--- src/rtl/eeprom_i2c_byte_master.sv ---
// Byte-level I2C master: executes one START/WRITE/READ/STOP primitive per PIO command
// and reports busy/done/nack/rx_data back through the status word.
module eeprom_i2c_byte_master #(
    parameter int unsigned CLK_FREQ_HZ = 50000000,
    parameter int unsigned SCL_FREQ_HZ = 100000
) (
    input  logic        clk,
    input  logic        reset_n,
    input  logic [10:0] cmd_word,
    output logic [10:0] status_word,
    input  logic        sda_i,
    output logic        scl_oe,
    output logic        sda_oe
);
    localparam int unsigned QDIV = CLK_FREQ_HZ / (4 * SCL_FREQ_HZ);
    localparam int unsigned QW = $clog2(QDIV);
    localparam logic [QW-1:0] QMAX = QW'(QDIV - 1);

    localparam logic [2:0] CmdIdle     = 3'b000;
    localparam logic [2:0] CmdStart    = 3'b001;
    localparam logic [2:0] CmdWrite    = 3'b010;
    localparam logic [2:0] CmdReadAck  = 3'b011;
    localparam logic [2:0] CmdReadNack = 3'b100;
    localparam logic [2:0] CmdStop     = 3'b101;

    typedef enum logic [2:0] {StIdle, StStart, StXfer, StAck, StStop, StFinish} state_e;

    state_e        st_q, st_d;
    logic [QW-1:0] qcnt_q, qcnt_d;
    logic [1:0]    quarter_q, quarter_d;
    logic [2:0]    bit_q, bit_d;
    logic [2:0]    cmd_q, cmd_lat_q, cmd_lat_d;
    logic [7:0]    tx_q, tx_d, shift_q, shift_d, rx_q, rx_d;
    logic          nack_q, nack_d, busy_q, busy_d, done_q, done_d;
    logic          scl_q, scl_d, sda_q, sda_d;
    logic          accept, q_end, sample, is_write, step;

    assign accept   = !busy_q && (cmd_word[10:8] != CmdIdle) && (cmd_q == CmdIdle);
    assign q_end    = (qcnt_q == QMAX);
    assign sample   = (quarter_q == 2'd2) && q_end;
    assign is_write = (cmd_lat_q == CmdWrite);

    always_comb begin
        st_d      = st_q;
        qcnt_d    = qcnt_q;
        quarter_d = quarter_q;
        bit_d     = bit_q;
        cmd_lat_d = cmd_lat_q;
        tx_d      = tx_q;
        shift_d   = shift_q;
        rx_d      = rx_q;
        nack_d    = nack_q;
        busy_d    = busy_q;
        done_d    = done_q;
        scl_d     = scl_q;
        sda_d     = sda_q;
        step      = 1'b0;

        if (done_q && cmd_word[10:8] == CmdIdle) done_d = 1'b0;

        unique case (st_q)
            StIdle: begin
                if (accept) begin
                    cmd_lat_d = cmd_word[10:8];
                    tx_d      = cmd_word[7:0];
                    busy_d    = 1'b1;
                    done_d    = 1'b0;
                    qcnt_d    = '0;
                    quarter_d = 2'd0;
                    bit_d     = 3'd7;
                    step      = 1'b1;
                    if (cmd_word[10:8] == CmdWrite) nack_d = 1'b0;
                    case (cmd_word[10:8])
                        CmdStart:                        st_d = StStart;
                        CmdWrite, CmdReadAck, CmdReadNack: st_d = StXfer;
                        CmdStop:                         st_d = StStop;
                        default:                         st_d = StFinish;
                    endcase
                end
            end
            StFinish: begin
                st_d   = StIdle;
                busy_d = 1'b0;
                done_d = 1'b1;
            end
            default: begin
                qcnt_d = q_end ? '0 : qcnt_q + 1'b1;
                if (sample) begin
                    if (st_q == StXfer && !is_write) shift_d = {shift_q[6:0], sda_i};
                    if (st_q == StAck && is_write) nack_d = sda_i;
                end
                if (q_end) begin
                    quarter_d = quarter_q + 2'd1;
                    step      = 1'b1;
                    if (quarter_q == 2'd3) begin
                        if (st_q == StXfer) begin
                            if (bit_q == 3'd0) st_d = StAck;
                            else bit_d = bit_q - 3'd1;
                        end else begin
                            st_d   = StIdle;
                            busy_d = 1'b0;
                            done_d = 1'b1;
                            step   = 1'b0;
                            if (st_q == StAck && !is_write) rx_d = shift_q;
                        end
                    end
                end
            end
        endcase

        // Lines are updated only on entry to a quarter, from the upcoming state.
        if (step) begin
            unique case (st_d)
                StStart: begin
                    case (quarter_d)
                        2'd0:    sda_d = 1'b0;
                        2'd1:    scl_d = 1'b0;
                        2'd2:    sda_d = 1'b1;
                        default: scl_d = 1'b1;
                    endcase
                end
                StXfer, StAck: begin
                    case (quarter_d)
                        2'd0: begin
                            scl_d = 1'b1;
                            if (st_d == StAck) sda_d = (cmd_lat_d == CmdReadAck);
                            else sda_d = (cmd_lat_d == CmdWrite) ? ~tx_d[bit_d] : 1'b0;
                        end
                        2'd1:    scl_d = 1'b0;
                        2'd2:    scl_d = scl_q;
                        default: scl_d = 1'b1;
                    endcase
                end
                StStop: begin
                    case (quarter_d)
                        2'd0: begin
                            scl_d = 1'b1;
                            sda_d = 1'b1;
                        end
                        2'd1:    scl_d = 1'b0;
                        2'd2:    sda_d = 1'b0;
                        default: sda_d = sda_q;
                    endcase
                end
                default: begin
                end
            endcase
        end
    end

    always_ff @(posedge clk or negedge reset_n) begin
        if (!reset_n) begin
            st_q      <= StIdle;
            qcnt_q    <= '0;
            quarter_q <= 2'd0;
            bit_q     <= 3'd0;
            cmd_q     <= CmdIdle;
            cmd_lat_q <= CmdIdle;
            tx_q      <= 8'h00;
            shift_q   <= 8'h00;
            rx_q      <= 8'h00;
            nack_q    <= 1'b0;
            busy_q    <= 1'b0;
            done_q    <= 1'b0;
            scl_q     <= 1'b0;
            sda_q     <= 1'b0;
        end else begin
            st_q      <= st_d;
            qcnt_q    <= qcnt_d;
            quarter_q <= quarter_d;
            bit_q     <= bit_d;
            cmd_q     <= cmd_word[10:8];
            cmd_lat_q <= cmd_lat_d;
            tx_q      <= tx_d;
            shift_q   <= shift_d;
            rx_q      <= rx_d;
            nack_q    <= nack_d;
            busy_q    <= busy_d;
            done_q    <= done_d;
            scl_q     <= scl_d;
            sda_q     <= sda_d;
        end
    end

    assign status_word = {done_q, nack_q, busy_q, rx_q};
    assign scl_oe      = scl_q;
    assign sda_oe      = sda_q;

endmodule

--- config.mk ---
export PLATFORM = sky130hd
export DESIGN_NAME = eeprom_i2c_byte_master
export DESIGN_NICKNAME = d
export VERILOG_FILES = /design/src/rtl/eeprom_i2c_byte_master.sv
export SDC_FILE = /design/constraint.sdc
export NUM_CORES = 1
export LEC_CHECK = 0
export CORE_ASPECT_RATIO = 0.7
export CORE_MARGIN = 2
export CORE_UTILIZATION = 50
export CTS_CLUSTER_DIAMETER = 80
export DETAILED_ROUTE_END_ITERATION = 10
export DONT_BUFFER_PORTS = 1
export PLACE_DENSITY_LB_ADDON = 0.05
export SYNTH_ARGS = -nofsm -noshare
export SYNTH_HDL_FRONTEND = slang
export SYNTH_SLANG_ARGS = --single-unit
--- constraint.sdc ---
create_clock -name clk -period 3 [get_ports clk]
set_input_delay 0.45 -clock clk [delete_from_list [all_inputs] [get_ports clk]]
set_output_delay 0.45 -clock clk [all_outputs]
set_load 0.02 [all_outputs]
==> impl_metrics.json <==
{
  "status": "completed",
  "setup_violations": 0,
  "min_period_ns": 2.54,
  "drt_pre_antenna_iters": 4,
  "r2r_setup_slack_ns": 0.46,
  "rsz0062_at_grt": "no",
  "endpoint_kind": "flop",
  "cts.clk_slew.worst_paths_ns": 0.09,
  "layout-drive-gt1-share": 0.176,
  "antenna_found_initial": 0,
  "cts_buffers": 5,
  "synth.distinct_cells": 55,
  "ys_seq_area_frac": 0.466,
  "crit_chain": "nor4_4, nand3_2, nand2_1, o21ai_1, nor3_2, or3b_1, o221ai_1, mux2_1",
  "power_density_nw_per_um2": 410,
  "synth_edf_count": 0,
  "critical_path_buf_inv_count": 0,
  "synth_top_area_frac": 0.466,
  "async_reset_ff_frac": 1.00,
  "final_util": 0.556,
  "max_stage_delay_ns": 0.53,
  "r2r-end": "sda_oe",
  "die_area_um2": 5980,
  "via_per_inst": 5.64,
  "fin_skew_ns": 0.00619,
  "post_drt_wl_per_cell_um": 16.3,
  "drt_first_iter_violations": 156,
  "ant_nets": 0,
  "ys.warnings.count": 0,
  "power_mw": 1.19,
  "synth_ff_type": "dfrtp_1",
  "syn_nets": 278,
  "diodes": 0,
  "dp_slack_ns": 0.466,
  "fin_nets": 281,
  "drc_errors": 0,
  "min_period_over_period": 0.846,
  "track_usage": 0.199,
  "synth_cells": 258,
  "cp_max_fo": 17,
  "p_comb_frac": 0.025,
  "p_sw_frac": 0.212,
  "synth.largest_area_cell": "dfrtp_1",
  "clkLatencyLatePin_ns": 0.30,
  "p_seq_frac": 0.572,
  "r2r_cells": 8,
  "tns_ns": 0,
  "ir_drop_v": 0.000182,
  "die_x_um": 91.6,
  "clock_power_share": 0.403,
  "slowest_stage": "dfrtp_1",
  "grt-ovfl-total": 0,
  "coreArea_um2": 5200,
  "synth_area_um2": 2690,
  "critPathKind": "flop to flop",
  "fmax_mhz": 394,
  "cts.sinks": 50,
  "globalplace.congestion": 0.875,
  "chipHeight_um": 65.3,
  "dp.final_hpwl_um": 3850,
  "hold_start": "cmd_word[8]",
  "r2r-start": "busy_q",
  "critPathLaunchType": "flop",
  "h-tree-depth": 2,
  "crit_family": "simple AND/OR/NAND/NOR gates",
  "switching_power_mw": 0.251,
  "num_vias": 1884,
  "hold_viol": 0,
  "ys_ff_latch": 50,
  "drv_cap": 0,
  "totalWireLength_um": 5460,
  "grt_pass1_vias": 1763,
  "relSlewSlack": 0.645,
  "fillCellCount": 452,
  "grt_max_degree": 51,
  "pin_count": 27,
  "grt_first_pass_wirelength_um": 9230,
  "port_buffers": 0,
  "p_int_mw": 0.935,
  "worstPathRequired_ns": 3.25,
  "drv_slew": 0,
  "synth.avg_cell_area_um2": 10.4,
  "fp-row-count": 22,
  "tritoncts": "built",
  "tightest_slew_ns": 0.533,
  "post-cts-setup-buffer-count": 0,
  "areaGrowthSynthToFinish_pct": 7.73,
  "critPathArrivalTime_ns": 2.79,
  "hold_path_class": "primary input to flop",
  "holdWs_ns": 0.166,
  "min_path_cells": 0,
  "min_to": "cmd_q[0]",
  "initial_utilization": 0.516,
  "fin_ws_ns": 0.462,
  "synth.area.top_cells": "dfrtp_1 (47%), mux2_2 (7.5%), nand2_1 (6.0%), mux2i_1 (3.4%), ha_1 (2.8%)",
  "p_leak_nw": 1.41,
  "clock_tree.buffer_depth": 2,
  "cts-root-buf": "clkbuf_8"
}
through the flow:
step	cell area (µm²)	cells
after floorplan	2690	258
after global placement	2750	324
after detailed placement	2750	324
after CTS	2890	334
after global routing	2890	334
final	2890	334
area by class of cell:
cell class | instances | area (µm²) | share of cell area
clock inverter | 2 | 37.5 | 0.0130
multi-input combinational | 186 | 1330 | 0.460
timing repair buffer | 6 | 67.6 | 0.0233
clock buffer | 6 | 72.6 | 0.0251
tap | 72 | 90.1 | 0.0311
inverter | 12 | 45.0 | 0.0156
sequential | 50 | 1250 | 0.432
synthesized netlist by cell type, types with 2 or more instances:
| cell | count |
|---|---|
| dfrtp_1 | 50 |
| nand2_1 | 43 |
| mux2_2 | 18 |
| nor2_1 | 13 |
| o21ai_0 | 13 |
| inv_1 | 12 |
| mux2i_1 | 9 |
| nand3_1 | 9 |
| a21oi_1 | 6 |
| buf_2 | 6 |
| ha_1 | 6 |
| and3_1 | 5 |
| a31oi_1 | 4 |
| buf_4 | 4 |
| nand4_1 | 4 |
| nor2b_1 | 4 |
| nor4_1 | 4 |
| nand2b_1 | 3 |
| nor3_2 | 3 |
| xnor2_1 | 3 |
| and2_1 | 2 |
| nor3_1 | 2 |
| o22ai_1 | 2 |
| o31ai_1 | 2 |
cell families (layout without fill, tap and decap cells):
kind of cell / Yosys count / count (layout) / share of synthesized area
simple gates: 103 / 103 / 0.206
flops: 50 / 50 / 0.466
compound gates: 45 / 45 / 0.132
mux: 28 / 28 / 0.113
buf+inv: 22 / 26 / 0.0391
fa+ha+maj: 6 / 6 / 0.0279
xor+xnor: 4 / 4 / 0.0158
flip-flops by register name, summed over array words and instances (netlist names):
register	flops
nack_q	1
shift_q	8
busy_q	1
done_q	1
tx_q	8
sda_oe	1
cmd_q	3
rx_q	8
bit_q	3
quarter_q	2
cmd_lat_q	3
st_q	3
qcnt_q	7
scl_oe	1
repair_timing:
item                                   CTS  global route
endpoints found under the hold margin   50             0
gates resized for setup                  0             0
hold buffers                             2             0
routing by layer:
| metal | wire length, µm | up-vias | GRT usage |
|---|---|---|---|
| li1 | - | 927 | - |
| met1 | 2820 | 911 | 0.302 |
| met2 | 2270 | 41 | 0.278 |
| met3 | 320 | 5 | 0.0505 |
| met4 | 55 | 0 | 0.0587 |
| met5 | 0 | - | 0 |
worst reg2reg max path: stages (launching register included):
cell and delay [ns]:
dfrtp_1 0.53, nor4_4 0.38, nand3_2 0.42, nand2_1 0.17, o21ai_1 0.10, nor3_2 0.19
or3b_1 0.37, o221ai_1 0.17, mux2_1 0.15
power by group through the flow:
stage / registers (mW) / logic (mW) / clock network, mW
detailed placement: 0.692 / 0.0106 / 0
CTS: 0.678 / 0.0302 / 0.490
floorplan: 0.692 / 0.00801 / 0
finish: 0.678 / 0.0292 / 0.478
global placement: 0.692 / 0.0107 / 0
global route: 0.679 / 0.0327 / 0.521
how the worst max path moves through the flow:
stage	startpoint	depth (start not counted)	endpoint	slack [ns]
2_1_floorplan	qcnt_q[0]	10	sda_oe	0.72
3_3_place_gp	cmd_word[9]	8	sda_oe	0.43
3_5_place_dp	cmd_word[9]	8	sda_oe	0.47
4_1_cts	busy_q	8	sda_oe	0.46
5_1_grt	st_q[2]	8	sda_oe	0.21
6_report	busy_q	8	sda_oe	0.46
cell usage in the layout, fill, tap and decap left out, types with 2 or more instances in the layout:
master,Yosys,routed
o22ai_1,2,2
nor2_1,13,13
buf_4,4,4
nand2_1,43,43
inv_1,12,12
a31oi_1,4,4
o21ai_0,13,13
nand2b_1,3,3
dfrtp_1,50,50
ha_1,6,6
nor4_1,4,4
a21oi_1,6,6
and3_1,5,5
mux2_2,18,18
nor2b_1,4,4
mux2i_1,9,9
nor3_1,2,2
o31ai_1,2,2
xnor2_1,3,3
and2_1,2,2
nand3_1,9,9
clkbuf_8,0,5
nand4_1,4,4
nor3_2,3,3
Power figures use the tool's default switching activity.
